**src/rtl/ifu_prefetch.sv**
```systemverilog
// rtl/ifu_prefetch.sv - instruction fetch unit with AXI4-lite read prefetch and instruction FIFO
//
// Issues sequential instruction-word reads (at most MAX_OUTSTANDING unanswered at a time).
// Returned words are queued with their PC for decode. Redirects flush the queue and
// discard in-flight responses. A bus error halts fetching until the next redirect.
//
// Ports:
//   clk, rst_n                 clock, asynchronous active-low reset
//   redirect_valid/pc          flush and restart fetch at redirect_pc (word aligned)
//   out_valid/ready            decode handshake for the FIFO head entry
//   out_inst/pc/err            head entry: instruction, its PC, bus error flag
//   m_ar*                      AXI read address channel (master side)
//   m_r*                       AXI read data channel (master side, rready tied high)
module ifu_prefetch #(
  parameter int              XLEN            = 32,
  parameter logic [XLEN-1:0] RESET_PC        = XLEN'(32'h8000_0000),
  parameter int              BUF_DEPTH       = 4,
  parameter int              MAX_OUTSTANDING = 2
) (
  input  logic            clk,
  input  logic            rst_n,
  input  logic            redirect_valid,
  input  logic [XLEN-1:0] redirect_pc,
  output logic            out_valid,
  input  logic            out_ready,
  output logic [XLEN-1:0] out_inst,
  output logic [XLEN-1:0] out_pc,
  output logic            out_err,
  output logic [XLEN-1:0] m_araddr,
  output logic            m_arvalid,
  input  logic            m_arready,
  input  logic [XLEN-1:0] m_rdata,
  input  logic [1:0]      m_rresp,
  input  logic            m_rvalid,
  output logic            m_rready
);

  localparam int AW = $clog2(BUF_DEPTH);
  localparam int CW = AW + 1;
  localparam int OW = $clog2(MAX_OUTSTANDING + 1);
  localparam int DW = $clog2(MAX_OUTSTANDING + 2);
  localparam int QW = (MAX_OUTSTANDING > 1) ? $clog2(MAX_OUTSTANDING) : 1;
  localparam logic [31:0] MAXO = MAX_OUTSTANDING;
  localparam logic [31:0] BUFD = BUF_DEPTH;

  logic [XLEN-1:0] fetch_pc;     // address of the next request to issue
  logic [OW-1:0]   outstanding;
  logic [DW-1:0]   discard;
  logic            halted;

  logic [CW-1:0]   count;
  logic [AW-1:0]   wr_ptr, rd_ptr;
  logic [XLEN-1:0] inst_mem [BUF_DEPTH];
  logic [XLEN-1:0] pc_mem   [BUF_DEPTH];
  logic [BUF_DEPTH-1:0] err_mem;

  // PCs of accepted ARs, oldest first; popped on every R handshake, dropped or not
  logic [XLEN-1:0] pcq [MAX_OUTSTANDING];
  logic [QW-1:0]   q_wr, q_rd;

  logic            ar_hs, r_hs, ar_hold, pop, push, push_err, issue, halted_next;
  logic [OW-1:0]   outstanding_next;
  logic [CW-1:0]   count_next;
  logic            unused_pc_bits;

  function automatic logic [QW-1:0] q_inc(input logic [QW-1:0] p);
    return (p == QW'(MAX_OUTSTANDING - 1)) ? '0 : p + QW'(1);
  endfunction

  assign unused_pc_bits = ^redirect_pc[1:0];
  assign m_rready  = 1'b1;       // space is reserved at issue, so responses are always accepted
  assign ar_hs     = m_arvalid & m_arready;
  assign r_hs      = m_rvalid & m_rready;
  assign ar_hold   = m_arvalid & ~m_arready;

  assign out_valid = (count != '0) && !redirect_valid;
  assign out_inst  = (count != '0) ? inst_mem[rd_ptr] : '0;
  assign out_pc    = (count != '0) ? pc_mem[rd_ptr]   : '0;
  assign out_err   = (count != '0) ? err_mem[rd_ptr]  : 1'b0;

  always_comb begin
    pop              = out_valid & out_ready;
    push             = r_hs && (discard == '0) && !redirect_valid;
    push_err         = push && (m_rresp != 2'b00);
    outstanding_next = outstanding + OW'(ar_hs) - OW'(r_hs);
    count_next       = redirect_valid ? '0 : count + CW'(push) - CW'(pop);
    halted_next      = redirect_valid ? 1'b0 : (halted | push_err);
    // Reserve a FIFO slot for every request in flight plus the one being issued
    issue = !halted_next && !ar_hold && !redirect_valid
            && (32'(outstanding_next) < MAXO)
            && (32'(count_next) + 32'(outstanding_next) < BUFD);
  end

  always_ff @(posedge clk or negedge rst_n) begin
    if (!rst_n) begin
      fetch_pc    <= RESET_PC;
      m_araddr    <= RESET_PC;
      m_arvalid   <= 1'b0;
      outstanding <= '0;
      discard     <= '0;
      halted      <= 1'b0;
      count       <= '0;
      wr_ptr      <= '0;
      rd_ptr      <= '0;
      q_wr        <= '0;
      q_rd        <= '0;
    end else begin
      outstanding <= outstanding_next;
      halted      <= halted_next;
      count       <= count_next;

      if (redirect_valid) begin
        // A pending AR still completes at its old address, so its response is discarded too
        discard  <= DW'(outstanding_next) + DW'(ar_hold);
        wr_ptr   <= '0;
        rd_ptr   <= '0;
        fetch_pc <= {redirect_pc[XLEN-1:2], 2'b00};
      end else begin
        if (r_hs && (discard != '0)) discard <= discard - DW'(1);
        if (push) wr_ptr <= wr_ptr + AW'(1);
        if (pop)  rd_ptr <= rd_ptr + AW'(1);
        if (issue) fetch_pc <= fetch_pc + XLEN'(4);
      end

      if (issue) begin
        m_arvalid <= 1'b1;
        m_araddr  <= fetch_pc;
      end else if (!ar_hold) begin
        m_arvalid <= 1'b0;
      end

      if (ar_hs) q_wr <= q_inc(q_wr);
      if (r_hs)  q_rd <= q_inc(q_rd);
    end
  end

  always_ff @(posedge clk) begin
    if (ar_hs) pcq[q_wr] <= m_araddr;
    if (push) begin
      inst_mem[wr_ptr] <= m_rdata;
      pc_mem[wr_ptr]   <= pcq[q_rd];
      err_mem[wr_ptr]  <= (m_rresp != 2'b00);
    end
  end

endmodule

```
**config.mk**
```make
export PLATFORM = sky130hd
export DESIGN_NAME = ifu_prefetch
export DESIGN_NICKNAME = d
export VERILOG_FILES = /design/src/rtl/ifu_prefetch.sv
export SDC_FILE = /design/constraint.sdc
export NUM_CORES = 1
export LEC_CHECK = 0
export ABC_AREA = 0
export CELL_PAD_IN_SITES_DETAIL_PLACEMENT = 0
export CELL_PAD_IN_SITES_GLOBAL_PLACEMENT = 1
export CORE_ASPECT_RATIO = 0.5
export CORE_MARGIN = 2
export CORE_UTILIZATION = 32
export DETAILED_ROUTE_END_ITERATION = 16
export PLACE_DENSITY_LB_ADDON = 0.3
export SYNTH_ARGS = -nofsm -noshare
export SYNTH_HDL_FRONTEND = slang
export SYNTH_SLANG_ARGS = --single-unit
export TNS_END_PERCENT = 20
```
**constraint.sdc**
```tcl
create_clock -name clk -period 4.03 [get_ports clk]
set_input_delay 0.806 -clock clk [delete_from_list [all_inputs] [get_ports clk]]
set_output_delay 0.806 -clock clk [all_outputs]
set_load 0.005 [all_outputs]
```
==> impl_metrics.json, run 1 <==
{
  "status": "finished clean",
  "drive_gt1_share_pct": 20.07,
  "hold_class": "input pin to async pin",
  "timing.final.ws_setup_ns": 0.1738,
  "p_int_uw": 9370,
  "drt-total-wl_um": 34620,
  "drt-wirelength-per-cell_um": 19.18,
  "drt-initial-drc-count": 415,
  "die-area_sq_um": 50600,
  "path_depth": 16,
  "netlist.area_leader.share_pct": 60.10,
  "root_buffer": "clkbuf_16",
  "worstSetupStartpointType": "input pin",
  "cts_sinks": 387,
  "final.setup_skew_ns": 0.02184,
  "die_w_um": 316.1,
  "ys_warn_count": 0,
  "use_met3_pct": 2.545,
  "slowest_stage": "clkdlybuf4s50_1",
  "initial_core_util_pct": 32.29,
  "ir_drop_mv": 0.4060,
  "first_pass_iters": 5,
  "grt_most_used_layer": "met2",
  "clkTransAtPathRegs_ns": 0.07,
  "dp_hpwl_um": 21790,
  "met2_usage_pct": 23.91,
  "cts_buffers": 39,
  "end_kind": "flip-flop",
  "antenna_left": 0,
  "dp_slack_ns": -0.4368,
  "met1_usage_pct": 17.61,
  "crit_buf_inv": 5,
  "startpoint": "redirect_valid",
  "worstPathCellList": "clkdlybuf4s50_1, nor2_2, inv_1, ha_1, inv_1, ha_1, fa_1, nor2b_2, ha_1, nand3_1, nand3_2, buf_4, o41ai_2, buf_4, a21bo_2, a221o_1",
  "clk_latency_ns": 0.53,
  "slew-limit-headroom_pct": 28.73,
  "grt_pass1_wl_um": 53120,
  "r2r-end": "fetch_pc[8]",
  "diodes": 0,
  "coreArea_sq_um": 48280,
  "area_growth_syn_to_layout_pct": 26.14,
  "htree_levels": 2,
  "p_per_area_nw_per_um2": 670.4,
  "r2r_slack_ns": 0.27,
  "finalNetCount": 1211,
  "rsz0062_at_grt": "no",
  "grt_pass1_vias": 8995,
  "ctsLongestPathBuffers": 3,
  "drv_cap": 0,
  "ys_types": 58,
  "ys.flop_type": "edfxtp_1",
  "maxSlewViolCount": 0,
  "post-route-min-period_ns": 3.856,
  "port_buffers": 164,
  "cellLeakagePower_uw": 0.006816,
  "synth.area.top_cells": "edfxtp_1 (60%), dfrtp_1 (12%), mux4_2 (9.1%), and2_1 (2.8%), mux2_2 (2.2%)",
  "fin_crit_sh_pct": 95.69,
  "netSwitchingPower_uw": 3813,
  "grt_usage_pct": 13.72,
  "r2r-start": "count[1]",
  "synthCells": 923,
  "mappedNetlistArea_sq_um": 15590,
  "drt-vias-per-instance": 4.683,
  "crit_fanout": 13,
  "p_comb_share_pct": 29.5,
  "synth_seq_cells": 387,
  "synthArstFlopShare_pct": 19.38,
  "crit_path_frequent_cell": "ha_1",
  "cts_tree": "yes",
  "antenna_found_initial": 0,
  "fin_util_pct": 40.73,
  "final_hold_viol_count": 0,
  "crit_required_ns": 4.45,
  "rows": 57,
  "worst-setup-path-type": "input pin to flip-flop",
  "critPathTopFamily": "adder cells",
  "drc_errors": 0,
  "fmax_mhz": 259.3,
  "pwr-share-clk_pct": 28.0,
  "cp_slowest_stage_delay_ns": 0.52,
  "cts.hold.buffers_added": 0,
  "seq_power_share_pct": 42.4,
  "setup-violations-final": 0,
  "r2r_cells": 16,
  "synth.yosys.seq_area_share_pct": 72.16,
  "switching_share_pct": 28.92,
  "critical_path_arrival_ns": 4.28,
  "avgSynthCellArea_sq_um": 16.89,
  "worstMarginPinSlew_ns": 1.069,
  "die-height_um": 160.1,
  "synth_edf_count": 312,
  "ioPinCount": 172,
  "num_vias": 8453,
  "grt_max_degree": 76,
  "synth_top_cell_by_area": "edfxtp_1",
  "grt_overflow_total": 0,
  "gp_congestion": 0.7480
}
==> synth_stat cells, drive strengths merged, types with 3 or more instances <==
master    n
a21bo     7
a21boi    6
a21o      7
a21oi     8
a221o    10
a32oi     5
and2     71
and3      8
buf      24
clkbuf   27
dfrtp    73
edfxtp  312
ha       12
inv      24
mux2     30
mux4     63
nand2    89
nand3    15
nand4    12
nor2     17
nor3      8
nor4      8
o21ai    33
o31ai     4
or2       3
or3       8
xnor2     7
xor2      3
==> through the flow <==
step                      TNS, ns  power [uW]  hold slack, ns  instance area (sq um)  std cells
after floorplan                 0        7562          0.4420                  15620        926
after global placement     -16.42        9481          0.4514                  18250       1728
after detailed placement   -18.80        9556          0.4595                  18250       1728
after CTS                       0       13290          0.4668                  19550       1799
after global routing            0       13910          0.5002                  19660       1805
final                           0       13180          0.4283                  19660       1805
==> worst max-delay path by stage <==
stage	to	slack [ns]
after floorplan	fetch_pc[7]	0.02
after global placement	fetch_pc[27]	-0.38
after detailed placement	fetch_pc[27]	-0.44
after CTS	fetch_pc[27]	0.10
after global routing	fetch_pc[9]	0.03
final	fetch_pc[8]	0.17
==> power by group through the flow <==
stage / Clock [uW] / Sequential [uW] / Combinational [uW]
6_report: 3700 / 5600 / 3890
5_1_grt: 3950 / 5680 / 4270
4_1_cts: 3790 / 5600 / 3890
3_5_place_dp: 0 / 5680 / 3870
2_1_floorplan: 0 / 5400 / 2160
3_3_place_gp: 0 / 5650 / 3830
==> layout make-up <==
class | count | area [sq um]
sequential | 387 | 11250
timing repair buffer | 209 | 2110
tap | 649 | 812.0
inverter | 24 | 90.09
clock buffer | 47 | 1049
clock inverter | 24 | 259.0
fill | 4364 | 28620
multi-input combinational | 465 | 4091
==> logic make-up after synthesis <==
group,after synthesis,synth area share (%)
AND/OR/NAND/NOR,247,8.131
XOR/XNOR,11,0.7625
other,2,0.04818
multiplexers,95,11.40
flip-flops,387,72.16
adder cells (fa/ha/maj),13,1.092
AO/OA/AOI/OAI,93,4.246
buffers and inverters,75,2.167
==> flip-flops by register name (all words and copies together), names as in the netlist, 2 cells and up <==
register     flops
rd_ptr           2
fetch_pc        30
discard          2
inst_mem       128
outstanding      2
err_mem          4
pcq             60
pc_mem         120
wr_ptr           2
m_araddr        30
count            3
==> repair_timing <==
action,in CTS,in global routing
hold endpoints to repair,0,0
resized for setup,0,13
buffers inserted,0,4
setup endpoints to repair,0,23
==> placed cells by master, fill, tap and decap left out, drive strengths merged, types with 8 or more instances in the layout <==
master,instances
a21oi,8
a221o,10
and2,71
and3,8
buf,45
clkbuf,48
clkdlybuf4s50,162
clkinv,15
dfrtp,73
edfxtp,312
ha,12
inv,27
mux2,30
mux4,63
nand2,89
nand3,15
nand4,12
nor2,17
nor3,8
nor4,8
o21ai,33
or3,8
==> per-layer routing <==
metal  part of all wire, %  vias up
met5                     0        -
met4                   1.7        0
met3                   3.4       47
met2                    51      116
met1                    43     4355
li1                      -     3935
(Power assumes the default switching activity.)
==> run 2: changes to the inputs <==
==> constraint.sdc (replaced) <==
create_clock -name clk -period 4.03 [get_ports clk]
set_input_delay 1.209 -clock clk [delete_from_list [all_inputs] [get_ports clk]]
set_output_delay 1.209 -clock clk [all_outputs]
set_load 0.005 [all_outputs]
==> impl_metrics.json, run 2 (synthesis results as in run 1) <==
{
  "htree_levels": 2,
  "holdWs_ns": 0.4762,
  "initial_core_util_pct": 32.29,
  "setup-violations-final": 0,
  "nFillCells": 4347,
  "gp_congestion": 0.7803,
  "maxSlewViolCount": 0,
  "antenna_found_initial": 0,
  "fin_util_pct": 40.82,
  "timing.final.ws_setup_ns": 0.1114,
  "drt-wirelength-per-cell_um": 19.18,
  "finalNonFillerCells": 1808,
  "final_common_cell": "edfxtp_1",
  "worstSetupStartpointType": "input pin",
  "grt_pass1_wl_um": 53480,
  "clk_latency_ns": 0.53,
  "drt-initial-drc-count": 507,
  "dpl.cell_count": 1731,
  "hold_start": "fetch_pc[31]",
  "startpoint": "m_arready",
  "cts_tree": "yes",
  "drt-total-wl_um": 34670,
  "ir_drop_mv": 0.3022,
  "r2r-start": "discard[0]",
  "coreArea_sq_um": 48280,
  "diodes": 0,
  "crit_fanout": 7,
  "end_kind": "flip-flop",
  "finalNetCount": 1216,
  "status": "finished clean",
  "grt_usage_pct": 13.77,
  "dp_slack_ns": -0.7697,
  "mostFrequentLayoutCells": "edfxtp_1 (312), clkdlybuf4s50_1 (160), nand2_1 (87), dfrtp_1 (71), and2_1 (67)",
  "die-height_um": 160.1,
  "drive_gt1_share_pct": 20.19,
  "grt_overflow_total": 0,
  "worstMarginPinSlew_ns": 1.001,
  "final_hold_viol_count": 0,
  "fin_crit_sh_pct": 97.24,
  "port_buffers": 164,
  "top_regs": "inst_mem: 128 flops, pc_mem: 120 flops, pcq: 60 flops",
  "area_growth_syn_to_layout_pct": 26.43,
  "grt_max_degree": 76,
  "rows": 57,
  "first_pass_iters": 4,
  "antenna_left": 0,
  "crit_required_ns": 4.44,
  "dp_hpwl_um": 22060,
  "largest_register_ffs": 128,
  "ioPinCount": 172,
  "critical_path_arrival_ns": 4.33,
  "worst-setup-path-type": "input pin to flip-flop",
  "final.setup_skew_ns": 0.01424,
  "clkTransAtPathRegs_ns": 0.07,
  "die-area_sq_um": 50600,
  "rsz0062_at_grt": "no",
  "num_vias": 8493,
  "fmax_mhz": 255.2,
  "cts.hold.buffers_added": 0,
  "drt-vias-per-instance": 4.697,
  "cts_buffers": 38,
  "hold_class": "flip-flop to flip-flop",
  "cts_sinks": 387,
  "top_register": "inst_mem",
  "die_w_um": 316.1,
  "slew-limit-headroom_pct": 33.28,
  "cellLeakagePower_uw": 0.006798,
  "grt_pass1_vias": 8788,
  "root_buffer": "clkbuf_16",
  "ctsLongestPathBuffers": 3,
  "p_per_area_nw_per_um2": 666.1,
  "drc_errors": 0,
  "post-route-min-period_ns": 3.919,
  "drv_cap": 0
}
-- run 2: critical path, cell delays in order --
cell and delay, ns:
clkdlybuf4s50_1 0.51, nand2_1 0.10, ha_1 0.28, inv_1 0.04
ha_1 0.18, xnor2_1 0.32, ha_4 0.26, nand3_2 0.06
nand3_2 0.07, buf_4 0.15, o41ai_4 0.43, buf_6 0.20
a21bo_2 0.23, a221o_1 0.29
-- run 2: final cells by class --
type	count	area (sq um)	area share (%)
flip-flops and latches	387	11250	57.10
multi-input cells	464	4104	20.82
repair buffers	216	2208	11.20
clock buffers	56	1102	5.593
well taps	649	812.0	4.120
clock inverters	12	138.9	0.7047
inverters	24	90.09	0.4571
-- run 2: power breakdown --
group / switching (uW) / leakage, uW / internal, uW / total (uW)
registers: 461 / 0.00376 / 5030 / 5500
clock network: 1470 / 0.000601 / 2090 / 3560
logic: 1870 / 0.00244 / 2200 / 4070
total: 3800 / 0.00680 / 9330 / 13100
-- run 2: repair_timing --
item                       4_1_cts  5_1_grt
pin swaps                        1        4
setup endpoints to repair       50       31
setup buffers                    3        5
gates cloned                     0        1
resized for setup                3       16
hold endpoints to repair         0        0
-- run 2: per-layer routing --
| metal | part of all wire [%] | up-vias | track usage, % | routed length [um] |
|---|---|---|---|---|
| met5 | 0 | - | 0 | 0 |
| met4 | 2.2 | 0 | 3.942 | 769 |
| met3 | 2.7 | 52 | 2.195 | 934 |
| met2 | 51 | 112 | 23.26 | 17580 |
| met1 | 44 | 4371 | 18.37 | 15400 |
| li1 | - | 3958 | - | - |
-- run 2: final timing paths --
kind | endpoint | slack (ns) | cells past startpoint
max | fetch_pc[5] | 0.11 | 14
min | m_araddr[31] | 0.48 | 2
min in group asynchronous | fetch_pc[24] | 0.82 | 1
max in group asynchronous | rd_ptr[0] | 2.44 | 1
max reg2reg | fetch_pc[5] | 0.21 | 18
min reg2reg | m_araddr[31] | 0.48 | 2
-- run 2: per-stage QoR --
stage	total power, uW	setup TNS (ns)	area (sq um)
2_1_floorplan	7586	-9.233	15680
3_3_place_gp	9547	-37.35	18350
3_5_place_dp	9625	-39.22	18350
4_1_cts	13260	0	19620
5_1_grt	13840	0	19710
6_report	13130	0	19710
